File: config.mk
export PLATFORM = sky130hd
export DESIGN_NAME = rate_tick_gen
export DESIGN_NICKNAME = d
export VERILOG_FILES = /design/src/rtl/rate_tick_pkg.sv /design/src/rtl/rate_tick_tap_mux.sv /design/src/rtl/rate_tick_gen.sv
export SDC_FILE = /design/constraint.sdc
export NUM_CORES = 1
export LEC_CHECK = 0
export BUFFER_PORTS_ARGS = -buffer_cell sky130_fd_sc_hd__clkbuf_2
export CAP_MARGIN = 40
export CORE_MARGIN = 8
export CORE_UTILIZATION = 50
export CTS_BUF_LIST = sky130_fd_sc_hd__clkbuf_4 sky130_fd_sc_hd__clkbuf_8 sky130_fd_sc_hd__clkbuf_16
export CTS_CLUSTER_DIAMETER = 150
export DETAILED_ROUTE_END_ITERATION = 6
export GPL_TIMING_DRIVEN = 0
export HOLD_SLACK_MARGIN = 0.15
export PLACE_DENSITY_LB_ADDON = 0.12
export SYNTH_ARGS = -nofsm -noshare
export SYNTH_HDL_FRONTEND = slang
export SYNTH_SLANG_ARGS = --single-unit
File: constraint.sdc
create_clock -name clk -period 2.9 [get_ports clk]
set_input_delay 0.145 -clock clk [delete_from_list [all_inputs] [get_ports clk]]
set_output_delay 0.145 -clock clk [all_outputs]
set_load 0.005 [all_outputs]
File: src/rtl/rate_tick_pkg.sv
// Shared types and helpers for the rate tick generator.
// Tap positions are computed here so that the tap mux and the elaboration check agree.
package rate_tick_pkg;

  typedef enum logic [1:0] {
    STOPPED   = 2'd0,
    RUNNING   = 2'd1,
    SWITCHING = 2'd2
  } state_t;

  // Out-of-range rate requests fall back to the slowest implemented rate.
  function automatic int unsigned clamp_sel(input int unsigned sel,
                                            input int unsigned num_rates);
    return (sel >= num_rates) ? (num_rates - 1) : sel;
  endfunction

  function automatic int unsigned tap_idx(input int unsigned k,
                                          input int unsigned base,
                                          input int unsigned step);
    return base + k * step;
  endfunction

endpackage

File: src/rtl/rate_tick_tap_mux.sv
// Combinational selector: picks the counter bit that drives rate index 'rate'.
module rate_tick_tap_mux
  import rate_tick_pkg::*;
#(
  parameter  int unsigned CNT_W     = 27,
  parameter  int unsigned NUM_RATES = 4,
  parameter  int unsigned TAP_BASE  = 20,
  parameter  int unsigned TAP_STEP  = 2,
  localparam int unsigned SEL_W     = $clog2(NUM_RATES)
) (
  input  logic [CNT_W-1:0] cnt,
  input  logic [SEL_W-1:0] rate,
  output logic             tap
);

  logic [NUM_RATES-1:0] taps;
  logic                 unused_cnt;

  // Only the tap bits matter; the rest of the counter is deliberately ignored.
  assign unused_cnt = ^cnt;

  for (genvar k = 0; k < NUM_RATES; k++) begin : g_tap
    localparam int unsigned IDX = tap_idx(k, TAP_BASE, TAP_STEP);
    assign taps[k] = cnt[IDX];
  end

  always_comb begin
    tap = 1'b0;
    for (int unsigned k = 0; k < NUM_RATES; k++) begin
      if (rate == SEL_W'(k)) tap = taps[k];
    end
  end

endmodule

File: src/rtl/rate_tick_gen.sv
// Run-time selectable rate generator: square-wave slow_clk plus 1-cycle tick enable.
// Optional feature macro: RATE_TICK_STEP_EN (adds the step port for single-stepping while stopped).
module rate_tick_gen
  import rate_tick_pkg::*;
#(
  parameter  int unsigned CNT_W     = 27,
  parameter  int unsigned NUM_RATES = 4,
  parameter  int unsigned TAP_BASE  = 20,
  parameter  int unsigned TAP_STEP  = 2,
  localparam int unsigned SEL_W     = $clog2(NUM_RATES)
) (
  input  logic             clk,
  input  logic             rst_n,
  input  logic             run,
  input  logic [SEL_W-1:0] rate_sel,
`ifdef RATE_TICK_STEP_EN
  input  logic             step,
`endif
  output logic             slow_clk,
  output logic             tick,
  output logic [SEL_W-1:0] rate_cur,
  output logic             switching
);

  if (NUM_RATES < 2) begin : g_bad_rates
    $error("rate_tick_gen: NUM_RATES must be at least 2");
  end
  if (tap_idx(NUM_RATES - 1, TAP_BASE, TAP_STEP) >= CNT_W) begin : g_bad_tap
    $error("rate_tick_gen: highest rate tap lies outside the counter");
  end

  state_t           state, state_next;
  logic [CNT_W-1:0] cnt, cnt_next;
  logic [SEL_W-1:0] req, rate_cur_next;
  logic             tap_cur, tap_req;
  logic             commit, pend_next;
  logic             slow_clk_next, tick_next;
  logic             stop_pend;

  assign req      = SEL_W'(clamp_sel(32'(rate_sel), NUM_RATES));
  assign cnt_next = run ? (cnt + CNT_W'(1)) : cnt;

  // Commit only from a low phase into a low tap, so no high phase is cut short
  // and the new rate's first high phase begins on its own counter edge.
  assign commit        = run & (req != rate_cur) & ~slow_clk & ~tap_req;
  assign rate_cur_next = commit ? req : rate_cur;
  assign pend_next     = (req != rate_cur_next);

  rate_tick_tap_mux #(
    .CNT_W    (CNT_W),
    .NUM_RATES(NUM_RATES),
    .TAP_BASE (TAP_BASE),
    .TAP_STEP (TAP_STEP)
  ) u_tap_req (
    .cnt (cnt_next),
    .rate(req),
    .tap (tap_req)
  );

  rate_tick_tap_mux #(
    .CNT_W    (CNT_W),
    .NUM_RATES(NUM_RATES),
    .TAP_BASE (TAP_BASE),
    .TAP_STEP (TAP_STEP)
  ) u_tap_cur (
    .cnt (cnt_next),
    .rate(rate_cur_next),
    .tap (tap_cur)
  );

  assign slow_clk_next = run ? tap_cur : slow_clk;

`ifdef RATE_TICK_STEP_EN
  logic step_q;

  always_ff @(posedge clk or negedge rst_n) begin
    if (!rst_n) step_q <= 1'b0;
    else        step_q <= step;
  end

  assign tick_next = (run & ~slow_clk & slow_clk_next) | (~run & step & ~step_q);
`else
  assign tick_next = run & ~slow_clk & slow_clk_next;
`endif

  always_comb begin
    state_next = state;
    unique case (state)
      STOPPED: begin
        if (run) state_next = pend_next ? SWITCHING : RUNNING;
      end
      RUNNING, SWITCHING: begin
        if (!run)           state_next = STOPPED;
        else if (pend_next) state_next = SWITCHING;
        else                state_next = RUNNING;
      end
      default: state_next = STOPPED;
    endcase
  end

  always_ff @(posedge clk or negedge rst_n) begin
    if (!rst_n) begin
      state     <= STOPPED;
      cnt       <= '0;
      rate_cur  <= '0;
      slow_clk  <= 1'b0;
      tick      <= 1'b0;
      stop_pend <= 1'b0;
    end else begin
      state     <= state_next;
      cnt       <= cnt_next;
      rate_cur  <= rate_cur_next;
      slow_clk  <= slow_clk_next;
      tick      <= tick_next;
      stop_pend <= ~run & pend_next;
    end
  end

  // A request pending while stopped is remembered separately from the FSM state.
  assign switching = (state == SWITCHING) | stop_pend;

endmodule
# == Word-level counts from Yosys, hierarchy flattened ==
# Cells that the tools add are included.
# classes
n_mul,0
shift,0
n_div,0
reduce_logical,4
bitwise,10
n_mux,15
magnitude_cmp,0
n_eq_ne,11
n_addsub,1
# op_table
op,n
"adder 27 x 1 -> 27 bit, second input constant",1
two-way mux 27 bit,1
"== test 2 bit, second input constant",5
two-way mux 1 bit,9
two-way mux 2 bit,4
AND 1 bit,6
"== test 2 x 1 -> 1 bit, second input constant",3
zero test 2 bit,3
!= test 2 bit,2
case mux 2 bit (2 select lines),1
inverter 1 bit,3
"!= test 2 bit, second input constant",1
OR reduction 2 bit,1
OR 1 bit,1
# totals
regBits,34
memories,0
wordCells,48
latchBits,0
ram_bits,0
romBits,0

# == Longest topological paths before layout ==
# Gate-level depths: netlist of run 1.
# depth
ltp_word,16
ltp_mapped,10

# == Cells and area by module ==
# A second synthesis of run 1 with hierarchy kept.
# unflattened
hier_cells,129
hier_area_um2,1574.0
# modules_own_cells
mod,cells_each,seq_area_each_um2,instances,area_each_um2
rate_tick_gen,127,850.8,1,1529.0
rate_tick_tap_mux,1,0.0,2,22.5

# == Worst setup path after synthesis of run 1 ==
# No wires, ideal clock.
# synth_path
kind,reg2reg
from,register cnt[0]
to,register slow_clk
slack_ps,658
required_time_ps,2757
setup_time_ps,143
n_path_buf,0
stages_incl_launch_ff,10
arrival_time_ps,2099
path_cell_list,dfrtp_1 > ha_1 > nand4_1 > or2_2 > o31ai_4 > o211ai_2 > o21ba_4 > o21a_2 > o211ai_1 > a31oi_1
# synth_between
elab_chain_len,15
elab_cells_between_ends,18
# synth_rtl
item,line,source
from (decl),rate_tick_gen.sv:33,"logic [CNT_W-1:0] cnt, cnt_next;"
from (signal assigned),rate_tick_gen.sv:111,cnt <= cnt_next;
adder 27 x 1 -> 27 bit *,rate_tick_gen.sv:41,assign cnt_next = run ? (cnt + CNT_W'(1)) : cnt;
two-way mux 27 bit *,rate_tick_gen.sv:41,
two-way mux 1 bit (4 in series),rate_tick_tap_mux.sv:30,if (rate == SEL_W'(k)) tap = taps[k];
inverter 1 bit,rate_tick_gen.sv:45,assign commit = run & (req != rate_cur) & ~slow_clk & ~tap_req;
AND 1 bit,rate_tick_gen.sv:45,
two-way mux 2 bit,rate_tick_gen.sv:46,assign rate_cur_next = commit ? req : rate_cur;
zero test 2 bit,rate_tick_tap_mux.sv:30,
two-way mux 1 bit (3 in series),rate_tick_tap_mux.sv:30,
two-way mux 1 bit *,rate_tick_tap_mux.sv:30,
two-way mux 1 bit *,rate_tick_gen.sv:71,assign slow_clk_next = run ? tap_cur : slow_clk;
net slow_clk_next,rate_tick_gen.sv:37,"logic slow_clk_next, tick_next;"
to (signal assigned),rate_tick_gen.sv:113,slow_clk <= slow_clk_next;
to (decl),rate_tick_gen.sv:19,"output logic slow_clk,"
# Mark *: on every way through the listed nets, which the timed path passes. The rest lies on a longest branch.
# A chain may end at the register's enable or synchronous reset.

# == Worst setup path in the final report of run 1 ==
# layout_path
from,register cnt[0]
to,register slow_clk
# layout_between
elab_cells_between_ends,18
# layout_lines
item,line,source
adder 27 x 1 -> 27 bit *,rate_tick_gen.sv:41,
two-way mux 27 bit *,rate_tick_gen.sv:41,
net cnt_next[26],rate_tick_gen.sv:33,
two-way mux 1 bit *,rate_tick_tap_mux.sv:30,
inverter 1 bit *,rate_tick_gen.sv:45,
AND 1 bit *,rate_tick_gen.sv:45,
two-way mux 2 bit *,rate_tick_gen.sv:46,
net rate_cur_next[0],rate_tick_gen.sv:34,"logic [SEL_W-1:0] req, rate_cur_next;"
zero test 2 bit,rate_tick_tap_mux.sv:30,
two-way mux 1 bit (3 in series),rate_tick_tap_mux.sv:30,
two-way mux 1 bit *,rate_tick_tap_mux.sv:30,
two-way mux 1 bit *,rate_tick_gen.sv:71,
net slow_clk_next,rate_tick_gen.sv:37,
# Marked as above.

==> results of run 1 <==
[sequential cells by signal, indices dropped and copies added (netlist names)]
signal,flops
stop_pend,1
tick,1
cnt,27
rate_cur,2
slow_clk,1
state,2
[layout make-up]
cell class / count / area [um^2]
fill: 323 / 1570
multi-input combinational: 123 / 892
sequential: 34 / 851
tap: 48 / 60.1
timing repair buffer: 9 / 55.1
clock buffer: 6 / 51.3
inverter: 11 / 41.3
buffer: 4 / 18.8
clock inverter: 2 / 12.5
[logic make-up after synthesis]
group / after synthesis / share of synthesized area, %
XOR/XNOR: 28 / 13.6
AO/OA/AOI/OAI: 21 / 10.5
buffers and inverters: 15 / 3.33
adder cells (fa/ha/maj): 4 / 2.78
AND/OR/NAND/NOR: 67 / 20.8
flip-flops: 34 / 47.2
multiplexers: 3 / 1.80
[worst reg2reg max path: stages (launching register included)]
cell,delay (ns)
dfrtp_1,0.41
ha_1,0.19
nand4_1,0.15
nor2_1,0.40
nand3_1,0.23
xnor2_1,0.31
mux2i_1,0.15
a31oi_1,0.24
inv_1,0.09
o211ai_1,0.13
a31oi_1,0.12
[worst paths after layout]
| kind | from | to | slack, ns | cells after the start |
|---|---|---|---|---|
| max in group asynchronous | rst_n | rate_cur[0] | 1.95 | 2 |
| min in group asynchronous | rst_n | cnt[10] | 0.44 | 2 |
| setup reg to reg | cnt[0] | slow_clk | 0.34 | 10 |
| hold / removal | rate_sel[0] | stop_pend | 0.37 | 3 |
| setup / recovery | cnt[0] | slow_clk | 0.34 | 10 |
| hold reg to reg | cnt[9] | cnt[9] | 0.48 | 1 |
[metal layers]
layer | wire length, um | up-vias
met4 | 64 | 0
met5 | 0 | -
met3 | 146 | 8
met2 | 1610 | 21
li1 | - | 641
met1 | 1530 | 617
[power groups by stage]
stage	combinational, mW	clock [mW]	sequential, mW
floorplan	0.247	0	0.639
global placement	0.324	0	0.647
detailed placement	0.347	0	0.657
CTS	0.350	0.288	0.648
global route	0.390	0.306	0.662
finish	0.341	0.274	0.647
[synthesized netlist by cell type, drive strengths merged (4+ instances only)]
master  count
xnor2      19
dfrtp      34
nand2      11
nand3      15
nand4       7
inv        11
o211ai      6
nor2       11
ha          4
and3        5
xor2        9
[repair_timing]
item | 4_1_cts | 5_1_grt
hold buffers | 2 | 0
hold endpoints to repair | 35 | 0
resized for setup | 0 | 0
==> out/results.tsv, run 1 <==
stage	metric	value	unit
cts	clock buffer depth	2	
routing	DRC	0	
synth	Mapped Area	1800	um^2
pwr	NetSw	414	uW
placement	Inst Count DP	227	
pwr	Worst IR Drop VDD	0.340	mV
finish	non-filler cells, final	237	
floorplanning	Core ar.	3550	um^2
finish	layout cells sized above 1	15.9	%
synth	Synth Register Bits	34	
synth	most common flop cell mapped by yosys	dfrtp_1	
global_routing	All-Layer GR Usage	12.4	%
floorplanning	die area	5780	um^2
global_routing	grt total ovfl	0	
finish	Area growth syn-to-layout	9.92	%
routing	DR vias	1287	
sta	clk_skew	0.0145	ns
routing	Starting DRT DRC Count	38	
finish	Layout Nets	197	
synth	Mapped Cells	172	
sta	final hold violations	0	
global_routing	met1 Usage GRT	14.8	%
setup_path	worst path required time	3.11	ns
cts	Num CTS Buffers	5	
synth	post-synthesis sequential area ratio	47.2	%
global_routing	met2 usage	19.9	%
setup_path	Worst setup SP type	flip-flop	
pwr	Clock power frac	21.7	%
placement	Area after DPL	1900	um^2
finish	commonest non-fill, non-tap cell in the layout	dfrtp_1	
setup_path	crit path kind	reg2reg	
pwr	Leak	0.874	nW
finish	cell area after layout	1980	um^2
sta	final setup margin	0.338	ns
setup_path	Top delay family on crit path	simple AND/OR/NAND/NOR gates	
setup_path	worst-path fanout max	7	
setup_path	cell mode on critical path	a31oi_1	
finish	Core Util, Final	55.8	%
sta	fin crit share	88.4	%
pwr	P_int	849	uW
cts	CTS Root Cell	clkbuf_4	
routing	final WL	3360	um
global_routing	first-pass GRT wire length	5980	um
setup_path	buffer and inverter count on the worst path	1	
synth	Mapped Avg Cell Area	10.5	um^2
placement	pre-CTS setup slack	0.354	ns
finish	highest-count cells in the layout ignoring fill and taps	dfrtp_1 (34), xnor2_1 (19), nand3_1 (14)	
placement	DP Wirelength	2520	um
sta	Final Max Slew Viols	0	
floorplanning	DIE HEIGHT	76.1	um
pwr	combinational share of power	27.0	%
cts	H-tree levels	2	
synth	Syn Nets	181	
floorplanning	die width	76.1	um
routing	drt wl/cell	14.2	um
routing	vias per std cell	5.43	
pwr	power after layout	1.26	mW
run_status	status	finished clean	
pwr	pwr/cell area	637	nW/um^2
sta	Max transition margin	45.6	%
synth	Yosys warnings	0	
placement	GPL Wtd Cong	0.831	
global_routing	initial antenna violation count	0	
synth	Yosys top cell by area	dfrtp_1	
global_routing	gr busiest metal	met2	
sta	minimum clock period	2.56	ns
cts	worst-skew pair later-pin latency	0.34	ns
sta	fmax	390	MHz
sta	Setup Total Neg Slack	0	ns
job	Max Cap Viol	0	
setup_path	CP Capture Type	flip-flop	
pwr	Sw Share	32.8	%
finish	ANT cells	0	
routing	DRT Pass-1 Iters	4	
cts	Sink Count	34	
cts	Clock transition at path regs	0.11	ns
cts	TritonCTS clock tree	built	
setup_path	worst-path cell chain	ha_1 > nand4_1 > nor2_1 > nand3_1 > xnor2_1 > mux2i_1 > a31oi_1 > inv_1 > o211ai_1 > a31oi_1	
setup_path	crit path DAT	2.77	ns
synth	Post-synth EDFFs	0	
global_routing	met3 usage in global routing	4.48	%
synth	asr flop ratio synth	100	%
placement	port bufs	7	
synth	synth top area cells	dfrtp_1 (47%), xnor2_1 (9.2%), xor2_1 (4.4%), nand3_1 (3.9%), ha_1 (2.8%)	
synth	Distinct cells, synth	41	
setup_path	slowest cell delay on critical path	0.41	ns
synth	top-area cell type share of the netlist area	47.2	%
floorplanning	Row Count	22	
global_routing	vias in the first global route	1293	
sta	slew at the pin closest to its max-slew limit	0.816	ns
setup_path	Slowest-stage cell, CP	dfrtp_1	
sta	RSZ-0062 raised after global routing	no	
sta	hold_ws	0.369	ns
sta	Finish-stage setup viols	0	
routing	ANT nets after route	0	
floorplanning	io pins	10	
global_routing	largest net degree at the start of global routing	35	
floorplanning	initial core utilization	50.8	%
pwr	register share of total power	51.3	%
hold_path	Worst Hold Class	in2reg	
cts	setup bufs post-CTS	0	
No activity file was read; power rests on OpenSTA's default activity.
==> inputs of run 2 (changes only) <==
--- a/config.mk
+++ b/config.mk
@@ -17,4 +17,5 @@
 export PLACE_DENSITY_LB_ADDON = 0.12
 export SYNTH_ARGS = -nofsm -noshare
 export SYNTH_HDL_FRONTEND = slang
+export SYNTH_HIERARCHICAL = 1
 export SYNTH_SLANG_ARGS = --single-unit
==> run 2 against run 1 <==
  * The flow now finishes with violations (setup timing)
  * Non-clock buffer count rose by 18
  * Hold slack got worse by 0.073 ns
  * Clock power rose by 22%
  * Largest cell class is now registers
  * Sequential share of layout area fell by 0.39 points
  * Sequential power fell by 7.1%
  * Setup slack got worse by 0.73 ns
  * Power fell by 1.4%
  * Sequential cell count did not move
  * Cell area rose by 1.1%
  * Global-route usage rose by 0.77 points
  * Clock skew fell by 0.0068 ns
  * Highest routed layer unchanged
==> out/results.tsv, run 2 <==
stage	metric	value	unit
sta	fmax	304	MHz
setup_path	cell mode on critical path	mux4_2	
cts	H-tree levels	2	
finish	ANT cells	0	
sta	final setup margin	-0.388	ns
synth	Synth Register Bits	34	
synth	top-area cell type share of the netlist area	54.1	%
placement	GPL Wtd Cong	0.755	
global_routing	All-Layer GR Usage	13.2	%
floorplanning	DIE HEIGHT	72.1	um
routing	final WL	2930	um
pwr	register share of total power	48.2	%
sta	final hold violations	0	
run_status	status	complete, but fails checks	
setup_path	CP Capture Type	flip-flop	
setup_path	Worst setup SP type	flip-flop	
sta	Max transition margin	44.2	%
synth	Synth top cells by count	dfrtp_1 (34), xnor2_1 (21), nand2_1 (12)	
setup_path	worst path required time	3.12	ns
global_routing	first-pass GRT wire length	5310	um
hold_path	hold path cells	4	
routing	DR vias	1062	
synth	Syn Nets	138	
routing	vias per std cell	5.06	
sta	hold_ws	0.296	ns
hold_path	Hold EP	cnt[10]	
sta	slew at the pin closest to its max-slew limit	0.837	ns
synth	synth top area cells	dfrtp_1 (54%), xnor2_1 (12%), xor2_1 (3.9%), ha_1 (3.2%), nand3_1 (2.9%)	
synth	asr flop ratio synth	100	%
routing	ANT nets after route	0	
routing	Starting DRT DRC Count	46	
pwr	NetSw	354	uW
pwr	combinational share of power	24.9	%
synth	Distinct cells, synth	23	
pwr	pwr/cell area	622	nW/um^2
synth	XOR/XNOR Fraction of Synth Area	15.6	%
sta	RSZ-0062 raised after global routing	yes	
floorplanning	die area	5200	um^2
floorplanning	die width	72.1	um
job	Max Cap Viol	0	
setup_path	worst-path fanout max	4	
synth	Simple-Gate Fraction of Synth Area	19.0	%
pwr	P_int	892	uW
sta	Final Max Slew Viols	0	
cts	clock buffer depth	2	
synth	Yosys warnings	6	
synth	Mapped Area	1570	um^2
pwr	Clock power frac	26.8	%
synth	most common flop cell mapped by yosys	dfrtp_1	
floorplanning	io pins	10	
finish	Largest Register	cnt	
synth	Post-synth EDFFs	0	
sta	Finish-stage setup viols	2	
finish	commonest non-fill, non-tap cell in the layout	dfrtp_1	
pwr	Worst IR Drop VDD	0.427	mV
synth	top-count cell post-synth	dfrtp_1	
finish	layout cells sized above 1	34.3	%
synth	Compound-Gate Fraction of Synth Area	1.27	%
pwr	power after layout	1.25	mW
setup_path	buffer and inverter count on the worst path	1	
routing	drt wl/cell	14.0	um
synth	main combinational cell family by area after synthesis	simple AND/OR/NAND/NOR gates	
floorplanning	Row Count	20	
placement	Area after DPL	1700	um^2
finish	Layout Nets	174	
floorplanning	Core ar.	3030	um^2
finish	max FFs per register	27	
setup_path	crit path DAT	3.51	ns
sta	clk_skew	0.00767	ns
global_routing	initial antenna violation count	0	
setup_path	R2R Path End	slow_clk	
finish	cell area after layout	2000	um^2
setup_path	crit path kind	reg2reg	
synth	post-synthesis adder-cell area fraction	3.18	%
placement	port bufs	9	
cts	Sink Count	34	
routing	DRT Pass-1 Iters	2	
setup_path	Top delay family on crit path	multiplexers	
pwr	Sw Share	28.4	%
finish	Core Util, Final	66.2	%
placement	DP Wirelength	1820	um
finish	Area growth syn-to-layout	27.3	%
sta	minimum clock period	3.29	ns
sta	fin crit share	113	%
setup_path	slowest cell delay on critical path	0.49	ns
setup_path	Slowest-stage cell, CP	mux4_2	
finish	highest-count cells in the layout ignoring fill and taps	dfrtp_1 (33), xnor2_1 (18), buf_4 (18), nand2_1 (12), clkbuf_2 (9)	
synth	multiplexer share of the synthesized area	5.72	%
hold_path	Hold Startpoint	run	
setup_path	R2R Path Start	cnt[1]	
cts	CTS Root Cell	clkbuf_4	
synth	Yosys top cell by area	dfrtp_1	
cts	TritonCTS clock tree	built	
placement	pre-CTS setup slack	-0.696	ns
hold_path	Worst Hold Class	in2reg	
synth	Mapped Avg Cell Area	12.2	um^2
finish	top flop regs	cnt: 27 flops, rate_cur: 2 flops, state: 2 flops	
floorplanning	initial core utilization	52.0	%
setup_path	R2R cell count	11	
synth	post-synthesis sequential area ratio	54.1	%
global_routing	vias in the first global route	1156	
global_routing	grt total ovfl	0	
cts	worst-skew pair later-pin latency	0.34	ns
setup_path	flop2flop setup slack	-0.39	ns
pwr	Leak	0.979	nW
cts	Clock transition at path regs	0.10	ns
cts	Num CTS Buffers	5	
run_status	violated checks	setup timing	
setup_path	worst-path cell chain	ha_2 > nand3_4 > nor4_4 > buf_4 > nand3_2 > xnor2_2 > mux4_2 > nor3b_4 > mux2_4 > mux4_2 > mux2_2	
routing	DRC	0	
synth	Mapped Cells	129	
global_routing	largest net degree at the start of global routing	35	
run 2: changes by cell type after synthesis, sizes merged, moves of 3 or more:
cell	previous run	this run
inv	11	3
a31oi	3	0
a21oi	3	0
nand2b	3	0
nor2	11	6
nand3	15	9
o211ai	6	0
run 2: area by class of cell:
cell class,count,area (um^2)
Multi-Input combinational cell,90,793
Sequential cell,34,852
Buffer,1,3.75
Inverter,3,11.3
Fill cell,235,1020
Tap cell,44,55.1
Clock inverter,3,40.0
Timing Repair Buffer,30,210
Clock buffer,5,37.5
run 2: worst max-delay path by stage:
stage,from,endpoint,cells after the start
floorplan,cnt[0],slow_clk,10
global placement,cnt[0],slow_clk,10
detailed placement,cnt[0],slow_clk,10
CTS,cnt[5],slow_clk,10
global route,cnt[1],slow_clk,11
finish,cnt[1],slow_clk,11
run 2: worst reg2reg max path: cells and delay by family (launching register included):
| kind | cells | cell delay (ns) |
|---|---|---|
| AND/OR/NAND/NOR | 4 | 0.67 |
| buffers and inverters | 1 | 0.21 |
| adder cells (fa/ha/maj) | 1 | 0.22 |
| multiplexers | 4 | 1.54 |
| XOR/XNOR | 1 | 0.17 |
| flip-flops | 1 | 0.37 |
run 2: timing repair:
action / 4_1_cts / 5_1_grt
setup endpoints to repair: 5 / 2
cloned: 0 / 0
hold endpoints to repair: 36 / 0
gates resized for setup: 11 / 2
pin swaps: 7 / 1
hold buffers: 3 / 0
setup buffers: 14 / 4
run 2: cell families after synthesis:
group	after synthesis
AO/OA/AOI/OAI	3
AND/OR/NAND/NOR	49
multiplexers	6
XOR/XNOR	28
adder cells (fa/ha/maj)	4
buffers and inverters	5
flip-flops	34
run 2: power by group through the flow:
stage	logic, mW	registers (mW)	clock network, mW
final	0.310	0.601	0.334
after floorplan	0.145	0.609	0
after detailed placement	0.189	0.621	0
after CTS	0.270	0.596	0.344
after global placement	0.182	0.617	0
after global routing	0.357	0.609	0.367
run 2: per-layer routing:
metal	GRT usage (%)	part of all wire [%]	vias up
met5	0	0	-
met4	4.76	1.3	0
met1	15.7	43	525
met3	4.96	3.6	8
met2	21.1	52	10
li1	-	-	519
run 2: per-stage QoR:
stage               TNS (ns)  std cells
floorplan             -0.671        129
global placement       -1.29        182
CTS                   -0.607        206
finish                -0.674        210
detailed placement     -1.34        182
global route          -0.917        210
==> inputs of run 3 (changes only) <==
--- a/config.mk
+++ b/config.mk
@@ -5,6 +5,7 @@
 export SDC_FILE = /design/constraint.sdc
 export NUM_CORES = 1
 export LEC_CHECK = 0
+export ABC_CLOCK_PERIOD_IN_PS = 2900
 export BUFFER_PORTS_ARGS = -buffer_cell sky130_fd_sc_hd__clkbuf_2
 export CAP_MARGIN = 40
 export CORE_MARGIN = 8
@@ -19,3 +20,4 @@
 export SYNTH_HDL_FRONTEND = slang
 export SYNTH_HIERARCHICAL = 1
 export SYNTH_SLANG_ARGS = --single-unit
+export TNS_END_PERCENT = 50
==> run 3 against run 2 <==
  * The flow still finishes with violations (setup timing)
  * Hold slack lost 0.018 ns
  * Fmax grew 0.33%
  * Non-clock buffer count shrank 4
  * Power shrank 2.9%
  * Clock skew grew 0.00081 ns
  * Critical endpoint unchanged
==> out/results.tsv, run 3 (synthesized netlist as in run 2, its figures left out) <==
stage	metric	value	unit
run_status	status	complete, but fails checks	
pwr	Leak	0.961	nW
cts	TritonCTS clock tree	built	
hold_path	Hold Startpoint	run	
setup_path	slowest cell delay on critical path	0.49	ns
cts	clock buffer depth	2	
pwr	Worst IR Drop VDD	0.388	mV
routing	vias per std cell	4.99	
cts	Clock transition at path regs	0.10	ns
setup_path	worst-path fanout max	4	
sta	Setup Total Neg Slack	-0.652	ns
finish	max FFs per register	27	
global_routing	All-Layer GR Usage	13.2	%
setup_path	R2R cell count	11	
floorplanning	io pins	10	
setup_path	Slowest-stage cell, CP	mux4_2	
hold_path	Hold EP	cnt[8]	
placement	DP Wirelength	1820	um
cts	CTS Root Cell	clkbuf_4	
hold_path	hold path cells	5	
setup_path	Top delay family on crit path	multiplexers	
setup_path	R2R Path End	slow_clk	
placement	port bufs	9	
setup_path	Worst setup SP type	flip-flop	
routing	final WL	2780	um
setup_path	flop2flop setup slack	-0.38	ns
setup_path	worst-path cell chain	ha_2 > nand3_4 > nor4_4 > buf_4 > nand3_2 > xnor2_2 > mux4_2 > nor3b_4 > mux2_4 > mux4_2 > mux2_2	
sta	Final Max Slew Viols	0	
finish	Largest Register	cnt	
routing	drt wl/cell	13.5	um
finish	Core Util, Final	65.1	%
sta	RSZ-0062 raised after global routing	yes	
hold_path	Worst Hold Class	in2reg	
finish	ANT cells	0	
setup_path	cell mode on critical path	mux4_2	
finish	highest-count cells in the layout ignoring fill and taps	dfrtp_1 (33), xnor2_1 (18), buf_4 (14), nand2_1 (12), clkbuf_2 (9)	
global_routing	first-pass GRT wire length	5310	um
sta	Finish-stage setup viols	2	
routing	DR vias	1028	
sta	clk_skew	0.00848	ns
finish	commonest non-fill, non-tap cell in the layout	dfrtp_1	
floorplanning	die width	72.1	um
sta	fin crit share	113	%
global_routing	vias in the first global route	1156	
routing	ANT nets after route	0	
sta	slew at the pin closest to its max-slew limit	0.818	ns
placement	Inst Count DP	182	
global_routing	grt total ovfl	0	
finish	layout cells sized above 1	32.1	%
setup_path	CP Capture Type	flip-flop	
run_status	violated checks	setup timing	
global_routing	largest net degree at the start of global routing	35	
finish	Area growth syn-to-layout	25.3	%
cts	Sink Count	34	
routing	DRC	0	
routing	DRT Pass-1 Iters	4	
finish	non-filler cells, final	206	
finish	top flop regs	cnt: 27 flops, rate_cur: 2 flops, state: 2 flops	
cts	Num CTS Buffers	5	
floorplanning	initial core utilization	52.0	%
finish	Fillers	236	
pwr	pwr/cell area	613	nW/um^2
global_routing	initial antenna violation count	0	
floorplanning	DIE HEIGHT	72.1	um
setup_path	crit path DAT	3.50	ns
setup_path	R2R Path Start	cnt[1]	
placement	GPL Wtd Cong	0.755	
sta	fmax	305	MHz
floorplanning	die area	5200	um^2
finish	Layout Nets	170	
setup_path	worst path required time	3.12	ns
setup_path	buffer and inverter count on the worst path	1	
floorplanning	Row Count	20	
sta	Max transition margin	45.5	%
sta	final hold violations	0	
cts	H-tree levels	2	
routing	Starting DRT DRC Count	34	
floorplanning	Core ar.	3030	um^2
cts	worst-skew pair later-pin latency	0.33	ns
sta	minimum clock period	3.28	ns
job	Max Cap Viol	0	
setup_path	crit path kind	reg2reg	
sta	final setup margin	-0.377	ns
-- run 3: cell types whose count changed in the layout (fill, tap and decap cells not counted) --
cell | previous run | this run
and3_2 | 1 | 0
buf_4 | 18 | 14
and3_1 | 5 | 6
-- run 3: worst max path at each step --
stage                     to  slack (ns)   start  depth (start not counted)
floorplan           slow_clk       -0.39  cnt[0]                         10
global placement    slow_clk       -0.68  cnt[0]                         10
detailed placement  slow_clk       -0.70  cnt[0]                         10
CTS                 slow_clk       -0.35  cnt[5]                         10
global route        slow_clk       -0.51  cnt[1]                         11
finish              slow_clk       -0.38  cnt[1]                         11
-- run 3: area by class of cell --
class,count,area (um^2),share of cell area [%]
buffer,1,3.75,0.190
clock buffer,5,37.5,1.90
clock inverter,3,40.0,2.03
inverter,3,11.3,0.571
multi-input combinational,90,792,40.2
sequential,34,852,43.2
tap,44,55.1,2.79
timing repair buffer,26,180,9.14
-- run 3: where the power goes --
part           internal, mW  switching [mW]
registers             0.538          0.0637
clock network         0.178           0.152
logic                 0.148           0.129
-- run 3: metal layers --
| layer | up-vias | share of wire [%] | GRT usage [%] |
|---|---|---|---|
| met1 | 502 | 43 | 15.7 |
| li1 | 511 | - | - |
| met5 | - | 0 | 0 |
| met2 | 9 | 51 | 21.1 |
| met4 | 0 | 1.5 | 4.76 |
| met3 | 6 | 3.7 | 4.96 |
-- run 3: worst register-to-register path: stages (launching register included) --
cell	delay (ns)
dfrtp_1	0.37
ha_2	0.22
nand3_4	0.09
nor4_4	0.23
buf_4	0.21
nand3_2	0.10
xnor2_2	0.17
mux4_2	0.49
nor3b_4	0.25
mux2_4	0.34
mux4_2	0.43
mux2_2	0.27
-- run 3: per-stage QoR --
step | total power, mW | setup slack [ns] | instance area, um^2 | hold WS [ns]
6_report | 1.21 | -0.377 | 1970 | 0.278
5_1_grt | 1.30 | -0.511 | 1970 | 0.276
4_1_cts | 1.21 | -0.352 | 1960 | 0.277
3_5_place_dp | 0.810 | -0.696 | 1700 | 0.289
3_3_place_gp | 0.800 | -0.679 | 1700 | 0.279
2_1_floorplan | 0.755 | -0.387 | 1600 | -0.151
-- run 3: what timing repair did --
item	CTS	global route
hold endpoints to repair	36	0
hold buffers	3	0
pin swaps	7	0
buffers inserted	14	0
resized for setup	11	1
endpoints found under the setup margin	5	2
